`src/rtl/move_path_player.sv`:
```
// Move-stack recorder for the maze solver: pushes forward steps, pops backtracks,
// and replays the surviving start-to-goal path oldest-first over valid/ready.
module move_path_player #(
  parameter int DEPTH = 256,
  parameter int AW    = 8
) (
  input  logic          clk,
  input  logic          rst,
  input  logic          start,
  input  logic          move_vld,
  input  logic          move_back,
  input  logic [1:0]    move,
  input  logic          done,
  input  logic          fail,
  input  logic          out_ready,
  output logic          out_valid,
  output logic [1:0]    out_move,
  output logic          out_last,
  output logic [AW:0]   count,
  output logic          busy,
  output logic          play_done,
  output logic          error
);

  typedef enum logic [2:0] {
    S_IDLE,
    S_RECORD,
    S_PLAY,
    S_FIN,
    S_ERR
  } state_t;

  localparam logic [AW:0] SP_ONE   = (AW+1)'(1);
  localparam logic [AW:0] SP_DEPTH = (AW+1)'(DEPTH);

  state_t      r_state, w_state_nxt;
  logic [AW:0] r_sp, w_sp_nxt;
  logic [AW:0] r_rd_ptr, w_rd_nxt;
  logic [AW:0] w_sp_after;
  logic        w_push;
  logic        w_overflow;
  logic        w_xfer;
  logic [1:0]  r_mem [DEPTH];

  always_ff @(posedge clk or negedge rst) begin
    if (!rst) begin
      r_state  <= S_IDLE;
      r_sp     <= '0;
      r_rd_ptr <= '0;
    end else begin
      r_state  <= w_state_nxt;
      r_sp     <= w_sp_nxt;
      r_rd_ptr <= w_rd_nxt;
    end
  end

  // NOTE: the stack storage has no reset; it is only read below sp, so it never needs one.
  always_ff @(posedge clk) begin
    if (w_push) r_mem[r_sp[AW-1:0]] <= move;
  end

  assign w_xfer = (r_state == S_PLAY) && out_ready;

  // NOTE: every comb output gets a default first so no path leaves a latch behind.
  always_comb begin
    w_state_nxt = r_state;
    w_sp_nxt    = r_sp;
    w_rd_nxt    = r_rd_ptr;
    w_sp_after  = r_sp;
    w_push      = 1'b0;
    w_overflow  = 1'b0;

    unique case (r_state)
      S_IDLE, S_FIN, S_ERR: begin
        if (start) begin
          w_state_nxt = S_RECORD;
          w_sp_nxt    = '0;
        end
      end

      S_RECORD: begin
        if (start) begin
          w_sp_nxt = '0;
        end else begin
          // Step first, then let fail/done decide where the resulting stack goes.
          if (move_vld && !move_back) begin
            if (r_sp < SP_DEPTH) begin
              w_push     = 1'b1;
              w_sp_after = r_sp + SP_ONE;
            end else begin
              w_overflow = 1'b1;
            end
          end else if (move_vld && move_back && (r_sp != '0)) begin
            w_sp_after = r_sp - SP_ONE;
          end
          w_sp_nxt = w_sp_after;

          if (w_overflow || fail) begin
            w_state_nxt = S_ERR;
          end else if (done) begin
            w_rd_nxt    = '0;
            w_state_nxt = (w_sp_after == '0) ? S_FIN : S_PLAY;
          end
        end
      end

      S_PLAY: begin
        if (w_xfer) begin
          w_rd_nxt = r_rd_ptr + SP_ONE;
          if (out_last) w_state_nxt = S_FIN;
        end
      end

      default: w_state_nxt = S_IDLE;
    endcase
  end

  assign out_valid = (r_state == S_PLAY);
  assign out_move  = out_valid ? r_mem[r_rd_ptr[AW-1:0]] : 2'b00;
  assign out_last  = out_valid && (r_rd_ptr == (r_sp - SP_ONE));
  assign count     = r_sp;
  assign busy      = (r_state == S_RECORD) || (r_state == S_PLAY);
  assign play_done = (r_state == S_FIN);
  assign error     = (r_state == S_ERR);

endmodule

```
`config.mk`:
```
export PLATFORM = sky130hd
export DESIGN_NAME = move_path_player
export DESIGN_NICKNAME = d
export VERILOG_FILES = /design/src/rtl/move_path_player.sv
export SDC_FILE = /design/constraint.sdc
export NUM_CORES = 1
export LEC_CHECK = 0
export ABC_CLOCK_PERIOD_IN_PS = 3030
export BUFFER_PORTS_ARGS = -buffer_cell sky130_fd_sc_hd__clkbuf_2
export CELL_PAD_IN_SITES_DETAIL_PLACEMENT = 1
export CELL_PAD_IN_SITES_GLOBAL_PLACEMENT = 2
export CORE_MARGIN = 2
export CORE_UTILIZATION = 35
export CTS_CLUSTER_DIAMETER = 120
export CTS_CLUSTER_SIZE = 20
export DETAILED_ROUTE_END_ITERATION = 7
export HOLD_SLACK_MARGIN = 0.05
export PLACE_DENSITY_LB_ADDON = 0.1
export SLEW_MARGIN = 20
export SYNTH_ARGS = -nofsm -noshare
export SYNTH_HDL_FRONTEND = slang
export SYNTH_SLANG_ARGS = --single-unit
```
`constraint.sdc`:
```
create_clock -name clk -period 3.03 [get_ports clk]
set_input_delay 0.606 -clock clk [delete_from_list [all_inputs] [get_ports clk]]
set_output_delay 0.606 -clock clk [all_outputs]
set_load 0.1 [all_outputs]
```
Word-level counts from Yosys, hierarchy flattened
Memories as Yosys holds them, arrays and structs flattened.
Index checks and enable logic that the tools add are counted.
{ "totals": {"register_bits": 21, "ramBits": 512, "in_bits": 10, "output_inout_bits": 16, "word_cells": 69, "memories": 1} }
{ "op_classes": {"addsub": 3, "magnitude_cmp": 1, "eq_ne": 12, "mux": 32, "n_reduce_logical": 17} }
{ "memory_table": {"columns": ["memory", "words", "word_bits", "read_ports", "rd_clocked_by_memory_dff", "wr", "line_no", "source"], "rows": [
  ["r_mem", 256, 2, 1, 0, 1, "43", "logic [1:0] r_mem [DEPTH];"]
]} }
{ "op_table": {"columns": ["operator", "n"], "rows": [
  ["$mux W9", 11],
  ["$pmux W9 S2", 2],
  ["$add A9 B1 Y9 const B", 2],
  ["$mux W3", 6],
  ["$mux W1", 11],
  ["$reduce_and A5 Y1", 2],
  ["$eq A9 B9 Y1", 1],
  ["$logic_not A9 Y1", 1],
  ["$lt A9 B9 Y1 const B", 1],
  ["$pmux W3 S3", 1],
  ["$reduce_bool A9 Y1", 1],
  ["$sub A9 B1 Y9 const B", 1],
  ["$ne A2 B2 Y1 const B", 4],
  ["$eq A3 B2 Y1 const B", 2],
  ["$logic_and A1 B1 Y1", 5],
  ["$ne A2 B1 Y1 const B", 2],
  ["$reduce_bool A2 Y1", 2],
  ["$eq A3 B1 Y1 const B", 1],
  ["$eq A3 B3 Y1 const B", 1],
  ["$logic_not A3 Y1", 1],
  ["$ne A3 B3 Y1 const B", 1],
  ["$reduce_or A3 Y1", 1],
  ["$logic_or A1 B1 Y1", 2],
  ["$mux W2", 1],
  ["2 further kinds", 2]
]} }

Logic depth before layout (Yosys ltp)
Gate-level depths: netlist (run 1).
{ "logic_depth": {"ltp_word": 12, "mapped_depth": 11, "ltp_nobuf": 8} }

Worst setup path after synthesis (run 1)
No wires, ideal clock.
{ "synth_path": {"path_kind": "reg2out", "start": "reg r_state[0]", "end": "out out_move[1]", "arrival_time_ns": 4.046, "required_ns": 2.424, "setup_slack_ns": -1.622, "stages_incl_launch_ff": 8, "path_buffers": 1, "path_cell_list": "dfrtp_1 > clkbuf_1 > nand3b_1 > inv_1 > o211ai_1 > a21oi_1 > a31oi_1 > nor3_1"} }
{ "synth_between": {"elab_chain_cells": 2} }
{ "synth_rtl": {"columns": ["element", "line_no", "source"], "rows": [
  ["from (decl)", "36", "state_t r_state, w_state_nxt;"],
  ["from (signal assigned)", "51", "r_state <= w_state_nxt;"],
  ["$eq A3 B2 Y1", "118", "assign out_valid = (r_state == S_PLAY);"],
  ["net out_valid", "16", "output logic out_valid,"],
  ["$mux W2", "119", "assign out_move = out_valid ? r_mem[r_rd_ptr[AW-1:0]] : 2'b00;"],
  ["to (decl)", "17", "output logic [1:0] out_move,"]
]} }
The timed path passes the listed nets, and every way through them passes these cells.

Worst setup path after layout (run 1)
{ "layout_path": {"start": "reg r_rd_ptr[0]", "end": "out out_move[1]"} }
{ "layout_between": {"elab_chain_cells": 2} }
{ "layout_rtl": {"columns": ["element", "line_no", "source"], "rows": [
  ["from (decl)", "38", "logic [AW:0] r_rd_ptr, w_rd_nxt;"],
  ["from (signal assigned)", "53", "r_rd_ptr <= w_rd_nxt;"],
  ["$mem_v2 Z256 W2", null, null],
  ["$mux W2", "119", null]
]} }
Every way passes these cells.

==> results of run 1 <==
-- cell families (layout without fill, tap and decap cells) --
kind of cell,count (synthesis),after routing,synth area share (%)
flops,533,533,69.3
simple gates,460,460,8.87
mux,164,164,14.4
compound gates,135,135,4.14
buf+inv,113,293,2.50
xor+xnor,13,13,0.496
fa+ha+maj,6,6,0.327
-- stage by stage --
step	TNS (ns)	setup WS, ns	instance area [um^2]
floorplan	-0.205	-0.205	23000
global placement	-1.08	-0.552	25300
detailed placement	-1.14	-0.611	25300
CTS	-2.43	-1.02	26800
global route	-2.59	-1.09	26900
finish	-2.22	-0.986	26900
-- layer usage --
metal  GRT usage (%)  part of all wire, %
met1            29.0                   46
met2            35.6                   50
met3            1.94                  2.9
met4            3.46                  1.4
met5               0                    0
-- synthesized netlist by cell type, drive strengths merged (9+ instances only) --
| cell | instances | area, um^2 |
|---|---|---|
| nor3 | 12 | 60.1 |
| mux2 | 9 | 101 |
| mux4 | 129 | 2940 |
| a21oi | 19 | 95.1 |
| nor2 | 288 | 1080 |
| clkbuf | 61 | 233 |
| nand3 | 12 | 60.1 |
| a2111oi | 10 | 108 |
| edfxtp | 512 | 15400 |
| o31ai | 9 | 67.6 |
| a22oi | 14 | 105 |
| xnor2 | 9 | 78.8 |
| mux2i | 26 | 260 |
| inv | 9 | 33.8 |
| nor2b | 22 | 138 |
| o21ai | 34 | 170 |
| nand2 | 59 | 221 |
| and2 | 10 | 62.6 |
| buf | 43 | 307 |
| dfrtp | 21 | 526 |
| nand2b | 13 | 81.3 |
-- worst min path at each step --
stage / startpoint / end / slack (ns)
5_1_grt: start / r_state[1]$_DFFE_PN0P_ / 0.36
3_3_place_gp: r_rd_ptr[8]$_DFFE_PN0P_ / r_rd_ptr[8]$_DFFE_PN0P_ / 0.55
4_1_cts: start / r_state[1]$_DFFE_PN0P_ / 0.32
6_report: start / r_state[1]$_DFFE_PN0P_ / 0.36
3_5_place_dp: r_rd_ptr[8]$_DFFE_PN0P_ / r_rd_ptr[8]$_DFFE_PN0P_ / 0.55
2_1_floorplan: rst / count[1]$_DFFE_PN0P_ / 0.31
-- final cells by class --
| type | instances | area share, % |
|---|---|---|
| flip-flops and latches | 533 | 59.2 |
| multi-input cells | 778 | 25.1 |
| inverters | 9 | 0.158 |
| clock buffers | 39 | 2.92 |
| clock inverters | 3 | 0.186 |
| well taps | 855 | 3.98 |
| repair buffers | 242 | 8.42 |
-- flip-flops by register name, summed over array words and instances, names as in the netlist --
name / cells
r_mem: 512
count: 9
r_rd_ptr: 9
r_state: 3
-- repair_timing --
action / CTS / global route
cloned: 4 / 0
endpoints found under the hold margin: 21 / 0
endpoints found under the setup margin: 3 / 5
resized for setup: 50 / 19
hold buffers: 1 / 0
pin swaps: 16 / 11
buffers inserted: 31 / 6
-- power by group --
group	leakage, uW	internal (uW)	switching [uW]
sequential	0.00487	8140	145
combinational	0.00298	3140	3570
clock	0.000403	1900	2380
-- worst max-delay path, stage by stage (launching register included) --
cell and delay, ns:
dfrtp_4 0.51, buf_4 0.16, bufbuf_16 0.30, mux4_2 0.53
mux4_2 0.48, inv_1 0.15, a21oi_1 0.11, a31oi_1 0.19
buf_4 0.15, nor3_4 0.05, buf_12 0.16
==> flow_summary.yaml, run 1 <==
place:
  dp.cells: 2382
  dpl.hpwl_um: 44400
  port_buffers: 25
  gp_congestion: 0.786
drt:
  drt_iter0_drc: 958
  num_vias: 13352
  route.detailed.drc: 0
  finalWirelength_um: 69100
  vias_per_cell: 5.43
  postRouteAntennaNets: 0
  wire_per_inst_um: 28.1
  drt-pass1-iter-count: 5
finish:
  drive_gt1_share_pct: 28.8
  final_common_cell: "edfxtp_1"
  final_cell_count_no_fill: 2459
  syn_to_final_growth_pct: 17.1
  final_cell_mix: "edfxtp_1, nor2_1, buf_4"
  register_area_um2: 15900
  nNetsFinal: 1610
  multi_input_area_um2: 6740
  n_antenna_cell: 0
  fillCellCount: 6491
  utilization_pct: 41.5
synthesis:
  syn_avg_cell_area_um2: 16.1
  synth_cells: 1424
  synth_area_um2: 23000
  synth_edf_count: 512
  ys_warn_count: 0
  ys_ff_latch: 533
  synthFlopType: "edfxtp_1"
  synth_fp_nets: 1440
  async_flop_share_pct: 3.94
  synth.distinct_cells: 70
  ys_seq_area_share_pct: 69.3
critical_path:
  r2r-end: "count[6]$_DFFE_PN0P_"
  crit_path_start_kind: "flop"
  reg2reg_from: "count[0]$_DFFE_PN0P_"
  reg2reg_depth: 18
  cp-endpoint: "out_move[1]"
  cp_max_fo: 15
  r2r_slack_ns: 0.20
  cp.required_ns: 2.42
  crit_start: "r_rd_ptr[0]$_DFFE_PN0P_"
  endpoint_kind: "output port"
  cp.arrival_ns: 3.41
  crit_type: "flop to output port"
hold_path:
  hold_depth: 3
  holdCritPathClass: "primary input to flop"
clock_tree:
  numCtsBuffers: 30
  clk-insertion-delay-late_ns: 0.63
  cts.reportedPaths.clkPinSlew_ns: 0.09
  cts_max_level: 1
  cts_tree: "yes"
  clk_root_buffer_cell: "clkbuf_16"
  cts_max_path_buffers: 3
  clock-sinks: 533
power:
  power_density_nw_per_um2: 717
  ir_drop_v: 0.000470
  leakage_uw: 0.00825
  total_power_uw: 19300
timing:
  rsz0062_at_grt: "yes"
  hold_viol_final: 0
  slew_headroom_pct: 46.2
  report.final.slew_viol_count: 0
  timing.final.crit_share_pct: 133
  fmax_ghz: 0.249
  hold_ws_ns: 0.356
  min_period_ns: 4.02
  worst_pin_slew_ns: 0.806
  finClkSkew_ns: 0.0222
  setup_viol: 3
  fin_ws_ns: -0.986
global_routing:
  track_usage_pct: 20.7
  grt_overflow: 0
  grt_antenna_before_repair: 1
  first_global_vias: 14471
  grt_max_degree: 79
  grt_pass1_wl_um: 102000
floorplanning:
  dieArea_um2: 67600
  start_util_pct: 35.5
  io_pins: 26
  die_width_um: 260
  core-area_um2: 64700
  dieHeight_um: 260
  rows: 93
status:
  outcome: "finished, violations left"
  failed_checks: "negative setup slack"
run:
  drv_cap: 0
No activity file was read; power rests on OpenSTA's default activity.
==> run 2: changes to the inputs <==
Settings changed: CORE_UTILIZATION 35 to 48.
==> run 2 against run 1 <==
The run still ends with negative setup slack left. Clock skew shrank 0.0065 ns. Non-clock buffer count shrank 29. Worst hold slack lost 0.0019 ns. Critical path type unchanged. Cell count shrank 10%. Power shrank 2.5%. Clock power shrank 1%. Critical endpoint unchanged. Wire length shrank 6.5%. Global-route usage grew 5.8 points. Fmax shrank 0.49%.
==> flow_summary.yaml, run 2 (synthesis results as in run 1) <==
place:
  gp_congestion: 0.832
  place_area_um2: 24900
  dp.cells: 2122
  port_buffers: 25
  dpl.hpwl_um: 41900
  dp_slack_ns: -0.368
timing:
  timing.final.crit_share_pct: 133
  report.final.slew_viol_count: 0
  min_period_ns: 4.04
  hold_viol_final: 0
  setup_viol: 3
  fin_ws_ns: -1.01
  finClkSkew_ns: 0.0157
  hold_ws_ns: 0.354
  fmax_ghz: 0.248
  slew_headroom_pct: 41.5
  rsz0062_at_grt: "yes"
  worst_pin_slew_ns: 0.877
finish:
  final_cell_count_no_fill: 2204
  nNetsFinal: 1581
  utilization_pct: 55.3
  largest_reg_flops: 512
  final_cell_mix: "edfxtp_1, nor2_1, buf_4"
  drive_gt1_share_pct: 27.0
  syn_to_final_growth_pct: 14.3
  design_area_um2: 26200
  final_common_cell: "edfxtp_1"
  n_antenna_cell: 0
floorplanning:
  dieHeight_um: 223
  die_width_um: 223
  rows: 80
  io_pins: 26
  core-area_um2: 47400
  dieArea_um2: 49600
  start_util_pct: 48.4
hold_path:
  holdCritPathClass: "primary input to flop"
critical_path:
  path_delay_family: "multiplexers"
  path_cells: "buf_12 > buf_12 > buf_12 > mux4_2 > mux4_2 > nor2b_4 > a2111oi_4 > buf_4 > nor3_4 > buf_12"
  path_buf_inv: 5
  slowest_stage: "dfrtp_4"
  crit_path_start_kind: "flop"
  crit_top_cell: "buf_12"
  cp_max_fo: 7
  cp.arrival_ns: 3.43
  crit_type: "flop to output port"
  cp.required_ns: 2.42
  critPathMaxStageDelay_ns: 0.55
  endpoint_kind: "output port"
status:
  outcome: "finished, violations left"
  failed_checks: "negative setup slack"
drt:
  num_vias: 13362
  route.detailed.drc: 0
  vias_per_cell: 6.06
  postRouteAntennaNets: 0
  finalWirelength_um: 64500
  drt-pass1-iter-count: 5
  drt_iter0_drc: 1535
  wire_per_inst_um: 29.3
clock_tree:
  clk-insertion-delay-late_ns: 0.62
  clk_root_buffer_cell: "clkbuf_16"
  cts.reportedPaths.clkPinSlew_ns: 0.09
  cts_max_path_buffers: 3
  cts_tree: "yes"
  clock-sinks: 533
  cts_max_level: 1
  numCtsBuffers: 30
global_routing:
  grt_max_degree: 96
  grt_antenna_before_repair: 1
  grt_overflow: 0
  first_global_vias: 14094
  grt_pass1_wl_um: 95500
  track_usage_pct: 26.5
run:
  drv_cap: 0
power:
  power_density_nw_per_um2: 716
  leakage_uw: 0.00809
  ir_drop_v: 0.000526
## run 2: metrics by stage
| step | power (uW) | TNS [ns] |
|---|---|---|
| 4_1_cts | 18900 | -2.09 |
| 5_1_grt | 19500 | -2.36 |
| 6_report | 18800 | -2.11 |
| 3_3_place_gp | 14000 | -0.661 |
| 3_5_place_dp | 14000 | -0.663 |
| 2_1_floorplan | 12100 | -0.205 |
## run 2: layer usage
metal  share of wire, %  track usage (%)  vias up
li1                   -                -     5791
met1                 43             38.0     7077
met2                 49             43.5      415
met3                5.9             3.36       79
met4                2.4             6.43        0
met5                  0                0        -
## run 2: final cells by class
class	count	area, um^2
fill	4421	21200
sequential	533	15900
multi-input combinational	778	6660
timing repair buffer	213	1970
clock buffer	54	841
tap	615	769
inverter	9	40.0
clock inverter	2	25.0
## run 2: worst paths after layout
path	cells past startpoint	slack, ns	from	endpoint
max in group asynchronous	2	1.97	rst	r_rd_ptr[1]$_DFFE_PN0P_
hold reg to reg	1	0.57	r_rd_ptr[8]$_DFFE_PN0P_	r_rd_ptr[8]$_DFFE_PN0P_
hold / removal	3	0.35	start	r_state[1]$_DFFE_PN0P_
setup / recovery	10	-1.01	r_rd_ptr[0]$_DFFE_PN0P_	out_move[1]
min in group asynchronous	2	0.56	rst	count[0]$_DFFE_PN0P_
setup reg to reg	9	0.15	count[0]$_DFFE_PN0P_	r_state[0]$_DFFE_PN0P_
## run 2: worst min-delay path, stage by stage
cell and delay, ns:
clkbuf_2 0.14, a21oi_1 0.08, o21a_1 0.10
## run 2: power breakdown
group | internal (uW) | total [uW] | switching [uW]
clock | 1890 | 4220 | 2330
sequential | 8140 | 8260 | 122
combinational | 2780 | 6300 | 3520
## run 2: timing repair
action | in CTS | in global routing
setup endpoints to repair | 3 | 3
endpoints found under the hold margin | 21 | 0
gates cloned | 3 | 0
hold buffers | 1 | 0
buffers inserted | 22 | 0
resized for setup | 39 | 8
pin swaps | 13 | 7
